--- src/rtl/alu_pkg.sv ---
// Shared types and defaults for the registered add/subtract stage.
package alu_pkg;

    typedef enum logic {
        OP_ADD = 1'b0,
        OP_SUB = 1'b1
    } alu_op_e;

    localparam int DEFAULT_WIDTH = 8;

endpackage : alu_pkg

--- src/rtl/alu_adder.sv ---
// Combinational width+1 bit adder with carry-in; the single arithmetic resource of the ALU.
module alu_adder
    import alu_pkg::*;
#(
    parameter int width = DEFAULT_WIDTH
) (
    input  logic [width-1:0] a,
    input  logic [width-1:0] b_eff,
    input  logic             cin,
    output logic [width-1:0] sum,
    output logic             cout
);

    logic [width:0] total_s;

    assign total_s = {1'b0, a} + {1'b0, b_eff} + {{width{1'b0}}, cin};
    assign sum     = total_s[width-1:0];
    assign cout    = total_s[width];

endmodule : alu_adder

--- src/rtl/alu_addsub.sv ---
// Registered add/subtract stage with carry / no-borrow output.
// Define ALU_FLAGS_EN to add registered zero_out, neg_out and ovf_out flags.
module alu_addsub
    import alu_pkg::*;
#(
    parameter int width = DEFAULT_WIDTH
) (
    input  logic             clk,
    input  logic             reset,
    input  logic             s,
    input  logic [width-1:0] a,
    input  logic [width-1:0] b,
    output logic [width-1:0] out,
    output logic             carry_out
`ifdef ALU_FLAGS_EN
    ,
    output logic             zero_out,
    output logic             neg_out,
    output logic             ovf_out
`endif
);

    alu_op_e          op_s;
    logic [width-1:0] b_eff_s;
    logic             cin_s;
    logic [width-1:0] sum_s;
    logic             cout_s;
    logic [width-1:0] out_r;
    logic             carry_r;

    assign op_s = alu_op_e'(s);

    // Subtraction reuses the adder as a + ~b + 1.
    always_comb begin
        b_eff_s = b;
        cin_s   = 1'b0;
        case (op_s)
            OP_ADD: begin
                b_eff_s = b;
                cin_s   = 1'b0;
            end
            OP_SUB: begin
                b_eff_s = ~b;
                cin_s   = 1'b1;
            end
            default: begin
                b_eff_s = b;
                cin_s   = 1'b0;
            end
        endcase
    end

    alu_adder #(
        .width (width)
    ) u_adder (
        .a     (a),
        .b_eff (b_eff_s),
        .cin   (cin_s),
        .sum   (sum_s),
        .cout  (cout_s)
    );

    // Result and carry registers; reset wins over any operation.
    always_ff @(posedge clk) begin
        if (reset) begin
            out_r   <= {width{1'b0}};
            carry_r <= 1'b0;
        end else begin
            out_r   <= sum_s;
            carry_r <= cout_s;
        end
    end

    assign out       = out_r;
    assign carry_out = carry_r;

`ifdef ALU_FLAGS_EN
    logic zero_r;
    logic neg_r;
    logic ovf_r;
    logic ovf_s;

    // With b already conditionally inverted, both add and subtract overflow
    // reduce to: adder operands share a sign that the sum does not.
    assign ovf_s = (a[width-1] == b_eff_s[width-1]) && (sum_s[width-1] != a[width-1]);

    // Flag registers track the result registers cycle for cycle.
    always_ff @(posedge clk) begin
        if (reset) begin
            zero_r <= 1'b0;
            neg_r  <= 1'b0;
            ovf_r  <= 1'b0;
        end else begin
            zero_r <= (sum_s == {width{1'b0}});
            neg_r  <= sum_s[width-1];
            ovf_r  <= ovf_s;
        end
    end

    assign zero_out = zero_r;
    assign neg_out  = neg_r;
    assign ovf_out  = ovf_r;
`endif

endmodule : alu_addsub

--- config.mk ---
export PLATFORM = sky130hd
export DESIGN_NAME = alu_addsub
export DESIGN_NICKNAME = d
export VERILOG_FILES = /design/src/rtl/alu_pkg.sv /design/src/rtl/alu_adder.sv /design/src/rtl/alu_addsub.sv
export SDC_FILE = /design/constraint.sdc
export NUM_CORES = 1
export LEC_CHECK = 0
export ABC_AREA = 1
export CORE_MARGIN = 4
export CORE_UTILIZATION = 47
export DETAILED_ROUTE_END_ITERATION = 10
export HOLD_SLACK_MARGIN = 0.1
export PLACE_DENSITY = 0.91
export SETUP_SLACK_MARGIN = 0.4
export SYNTH_ARGS = -nofsm -noshare
export SYNTH_HDL_FRONTEND = slang
export SYNTH_HIERARCHICAL = 1
export SYNTH_SLANG_ARGS = --single-unit
--- constraint.sdc ---
create_clock -name clk -period 6.21 [get_ports clk]
set_input_delay 0.9315 -clock clk [delete_from_list [all_inputs] [get_ports clk]]
set_output_delay 0.9315 -clock clk [all_outputs]
set_load 0.005 [all_outputs]
Yosys cells after proc, flatten, opt, wreduce, memory -nomap -nowiden
Index checks and enable logic that the tools add are counted.
{"block": "word_totals", "ff_bits": 9, "output_inout_bits": 9, "wordCells": 8}
{"block": "classes", "bitwise_logic": 2, "n_mux": 2, "addsub": 2}
{"cell": "$pmux W8 S2", "n": 1}
{"cell": "$add A8 B8 Y9", "n": 1}
{"cell": "$add A9 B1 Y9", "n": 1}
{"cell": "$not A8 Y8", "n": 1}
{"cell": "$pmux W1 S2", "n": 1}
{"cell": "$not A1 Y1", "n": 1}

Depth between registers and ports, before layout
{"block": "logic_depth", "depth_word": 4, "ltp_mapped": 14}

Cells and area by module
The synthesis kept the hierarchy.
{"mod": "alu_addsub", "cells_per_inst": 62, "instances": 1, "area_each_um2": 395.4}
{"mod": "alu_adder", "cells_per_inst": 59, "instances": 1, "area_each_um2": 384.1}

Least setup slack after synthesis
OpenSTA, ideal clock, no wires.
{"block": "synth_path", "kind": "input to register", "from": "input s", "to": "register carry_r, in the netlist carry_out", "n_path_buf": 1, "setup_ns": 0.116, "stages": 14, "path_slack_ns": 3.620, "t_arrival_ns": 2.474, "t_required_ns": 6.094, "path_cell_list": "buf_6 inv_8 nand2_1 nand2_1 fa_1 fa_1 nand2_1 nand2_1 nand3b_4 nand2_1 nand2_1 nand2_1 inv_1 nor2_1"}
{"block": "synth_between", "elab_chain_cells": 4, "elab_cells_between_ends": 5}
{"element": "from (decl)", "line_no": "alu_addsub.sv:10", "text": "input logic s,"}
{"element": "$not A1 Y1", "line_no": "alu_addsub.sv:37", "text": "case (op_s)"}
{"element": "$pmux W8 S2 (*)", "line_no": "alu_addsub.sv:37"}
{"element": "net b_eff_s[0]", "line_no": "alu_addsub.sv:24", "text": "logic [width-1:0] b_eff_s;"}
{"element": "$add A8 B8 Y9 (*)", "line_no": "alu_adder.sv:16", "text": "assign total_s = {1'b0, a} + {1'b0, b_eff} + {{width{1'b0}}, cin};"}
{"element": "$add A9 B1 Y9 (*)", "line_no": "alu_adder.sv:16"}
{"element": "net cout_s", "line_no": "alu_addsub.sv:27", "text": "logic cout_s;"}
{"element": "to (signal assigned)", "line_no": "alu_addsub.sv:70", "text": "carry_r <= cout_s;"}
{"element": "to (decl)", "line_no": "alu_addsub.sv:29", "text": "logic carry_r;"}
Mark *: on every way through the listed nets, which the timed path passes. The rest lies on a longest branch.
A chain may end at the register's enable or synchronous reset.

Worst setup path after layout
{"block": "layout_path", "from": "input s", "to": "register out_r[6], in the netlist out[6]"}
{"block": "layout_between", "elab_chain_cells": 4, "elab_cells_between_ends": 5}
{"element": "$not A1 Y1", "line_no": "alu_addsub.sv:37"}
{"element": "$pmux W8 S2 (*)", "line_no": "alu_addsub.sv:37"}
{"element": "net b_eff_s[0]", "line_no": "alu_addsub.sv:24"}
{"element": "$add A8 B8 Y9 (*)", "line_no": "alu_adder.sv:16"}
{"element": "$add A9 B1 Y9 (*)", "line_no": "alu_adder.sv:16"}
{"element": "net sum_s[6]", "line_no": "alu_addsub.sv:26", "text": "logic [width-1:0] sum_s;"}
{"element": "to (signal assigned)", "line_no": "alu_addsub.sv:66", "text": "out_r <= {width{1'b0}};"}
{"element": "to (signal assigned)", "line_no": "alu_addsub.sv:69", "text": "out_r <= sum_s;"}
{"element": "to (decl)", "line_no": "alu_addsub.sv:28", "text": "logic [width-1:0] out_r;"}
Marked as above.

==> metrics.md <==
| Metric | Value |
|---|---|
| Max-cap violations | 0 |
| Post-route minimum period | 3.17 ns |
| Hold Path Sink | out[6] |
| CP Data Required Time | 6.35 ns |
| Crit Path Max Fanout | 10 |
| Largest cells by area after synthesis | dfxtp_1, nand2_1, inv_1, ha_1, nor2_1 |
| 1st-iter DRT viols | 3 |
| Setup TNS Final | 0 ns |
| Seq pwr share | 0.335 |
| Final nets | between 150 and 200 |
| Final hold violation count | 0 |
| Synth warn | 6 |
| Synthesis-to-finish area growth | 38.5% |
| Core area | 1540 sq um |
| Worst VDD drop | a little under 80 uV |
| Initial core utilization | 0.506 |
| Gr usage total | 0.138 |
| Compound-cell area share of the yosys netlist | 0.0193 |
| Comb power frac | 0.454 |
| #FFs+latches synth | 9 |
| Clock Power Share | 0.211 |
| Int Pwr | between 0.1 and 0.15 mW |
| Cell area after synthesis | just under 800 sq um |
| Initial antenna violation count | 0 |
| Post-synthesis cell count | 121 |
| Chip width | 48.7 microns |
| Reg clk slew, reported paths | 0.05 ns |
| Layout cell share with drive strength beyond 1 | 0.0867 |
| Crit path from | s |
| Seq/Total Area, Yosys | 0.231 |
| Worst Tran Pin Value | around 0.48 ns |
| CTS Sinks | 9 |
| Tightest Hold Check Type | in2reg |
| Max-slew violations | 0 |
| TritonCTS clock tree | built |
| Largest net degree at the start of global routing | 11 |
| Gp weighted congestion | just under 0.9 |
| Slowest library cell on the worst path | clkdlybuf4s50_1 |
| WL per Instance | around 9 microns |
| Setup Buffers After CTS | 0 |
| First-pass GRT wire length | 2640 microns |
| Main combinational cell family by area after synthesis | simple AND/OR/NAND/NOR gates |
| Setup crit start kind | primary input |
| FP Rows | 14 |
| Final wirelength | 1540 microns |
| Net Switching | between 0.06 and 0.07 mW |
| Period utilisation layout | 0.510 |
| CP peak stage delay | 0.77 ns |
| Number of fill cells | 133 |
| Ports | 28 |
| Post-route ant nets | 0 |
| CP most frequent cell | nand2_1 |
| Post-detail-place hpwl | 1390 microns |
| Slew headroom | 0.677 |
| Final non-filler cell total | ~170 |
| Synth Area in Simple Gates | 0.396 |
| Worst hold start | reset |
| Fmax | 315 MHz |
| Status | complete, no violations |
| Cell total after placement | 162 |
| Yosys cell types | 20 |
| Setup repair after global routing missed its margin | no |
| Die Y | 48.7 microns |
| Xor/xnor cell area share of the yosys netlist | 0.0337 |
| Crit Path Category | in2reg |
| Net Sw Frac | 0.310 |
| Critical-path cell list | clkdlybuf4s50_1, inv_8, nand2_1, nand2_1, fa_1, fa_1, nand2_1, nand2_1, nand3b_4, nand2_1, nand2_1, nand2_1, inv_1, nor2_1 |
| Most frequent cells in the layout | nand2_1, clkdlybuf4s50_1, inv_1, nor2_1, dfxtp_1 |
| # setup viols final | 0 |
| Bufs on Longest Clock Path | 2 |
| Register area | 180 sq um |
| Hold Path Stages | 2 |
| CP Data Arrival Time | 3.31 ns |
| N_diodes | 0 |
| Cell Pwr Density | approximately 190 nW/um^2 |
| Syn Nets | 149 |
| Post-CTS sizing | 0 |
| Crit end category | flop |
| Die Area | between 2000 and 2500 sq um |
| Avg Cell Area, Syn | 6.44 sq um |
| Mux cell area share after synthesis | 0 |
| Most common library cell in the layout ignoring fill and taps | nand2_1 |
| Leak | approximately 0.61 nW |
| I/O Buffers | 27 |
| Vias after detailed routing | approximately 740 |
| CTS H-tree lvls | 1 |
| Routed vias/inst | 4.45 |
| Gr ovfl total | 0 |
| DRC viols | 0 |
| Drt first pass iters | 4 |
| Root buf cell | clkbuf_4 |
| Synthesized-area fraction occupied by adder cells | 0.164 |
| Multi-input logic area | 478 sq um |
| Vias in the first global route | 664 |
| CTS Buf Count | 3 |
| Synth top area share | 0.231 |
| Synth area leader | dfxtp_1 |
| Cts hold-fix bufs | 0 |
| Critical path's top delay family | buffers and inverters |
| Worst path bufs/invs | 3 |
[sequential cells by signal, indices dropped and copies added, names as in the netlist]
name       flops
out            8
carry_out      1
[area by class of cell]
class | count | share of cell area
Multi-Input combinational cell | 84 | 0.443
Timing Repair Buffer | 27 | 0.250
Sequential cell | 9 | 0.167
Inverter | 26 | 0.0973
Clock buffer | 4 | 0.0243
Tap cell | 16 | 0.0185
[cell usage after synthesis (all sizes together)]
cell type,count
nor2,12
nand3,4
xnor2,2
buf,2
nand2,49
xor2,1
nand3b,2
fa,2
inv,26
or2,2
dfxtp,9
ha,7
a21oi,3
[worst max path at each step]
stage | slack, ns | to | depth (start not counted)
2_1_floorplan | 3.62 | carry_out | 14
3_5_place_dp | 2.77 | out[6] | 14
6_report | 3.04 | out[6] | 14
4_1_cts | 3.05 | out[6] | 14
3_3_place_gp | 2.86 | carry_out | 14
5_1_grt | 2.86 | carry_out | 14
[per-stage QoR]
| stage | total power [mW] | hold slack (ns) | cell area (sq um) | util | setup WS (ns) |
|---|---|---|---|---|---|
| 6_report | 0.201 | 1.40 | 1080 | 0.700 | 3.04 |
| 3_3_place_gp | 0.157 | 1.63 | 1050 | 0.683 | 2.86 |
| 2_1_floorplan | 0.124 | 1.18 | 779 | - | 3.62 |
| 4_1_cts | 0.204 | 1.40 | 1080 | 0.700 | 3.05 |
| 3_5_place_dp | 0.161 | 1.63 | 1050 | 0.683 | 2.77 |
| 5_1_grt | 0.220 | 1.43 | 1080 | 0.700 | 2.86 |
[logic make-up after synthesis]
group                      after synthesis
adders and majority gates                9
DFF                                      9
AOI/OAI and AO/OA                        3
xor gates and xnor gates                 3
buffers and inverters                   28
and+or+nand+nor                         69
[power groups by stage]
stage	Sequential, mW	Clock (mW)	Combinational, mW
2_1_floorplan	0.0703	0	0.0540
3_3_place_gp	0.0687	0	0.0887
3_5_place_dp	0.0688	0	0.0917
4_1_cts	0.0676	0.0442	0.0918
5_1_grt	0.0683	0.0490	0.103
6_report	0.0675	0.0425	0.0914
[metal layers]
metal	vias to the layer above	GRT usage	share of wire
li1	410	-	-
met1	299	0.150	0.40
met2	25	0.237	0.51
met3	5	0.0184	0.054
met4	0	0.108	0.030
met5	-	0	0
Note: power is estimated with default switching activity, not from simulation.
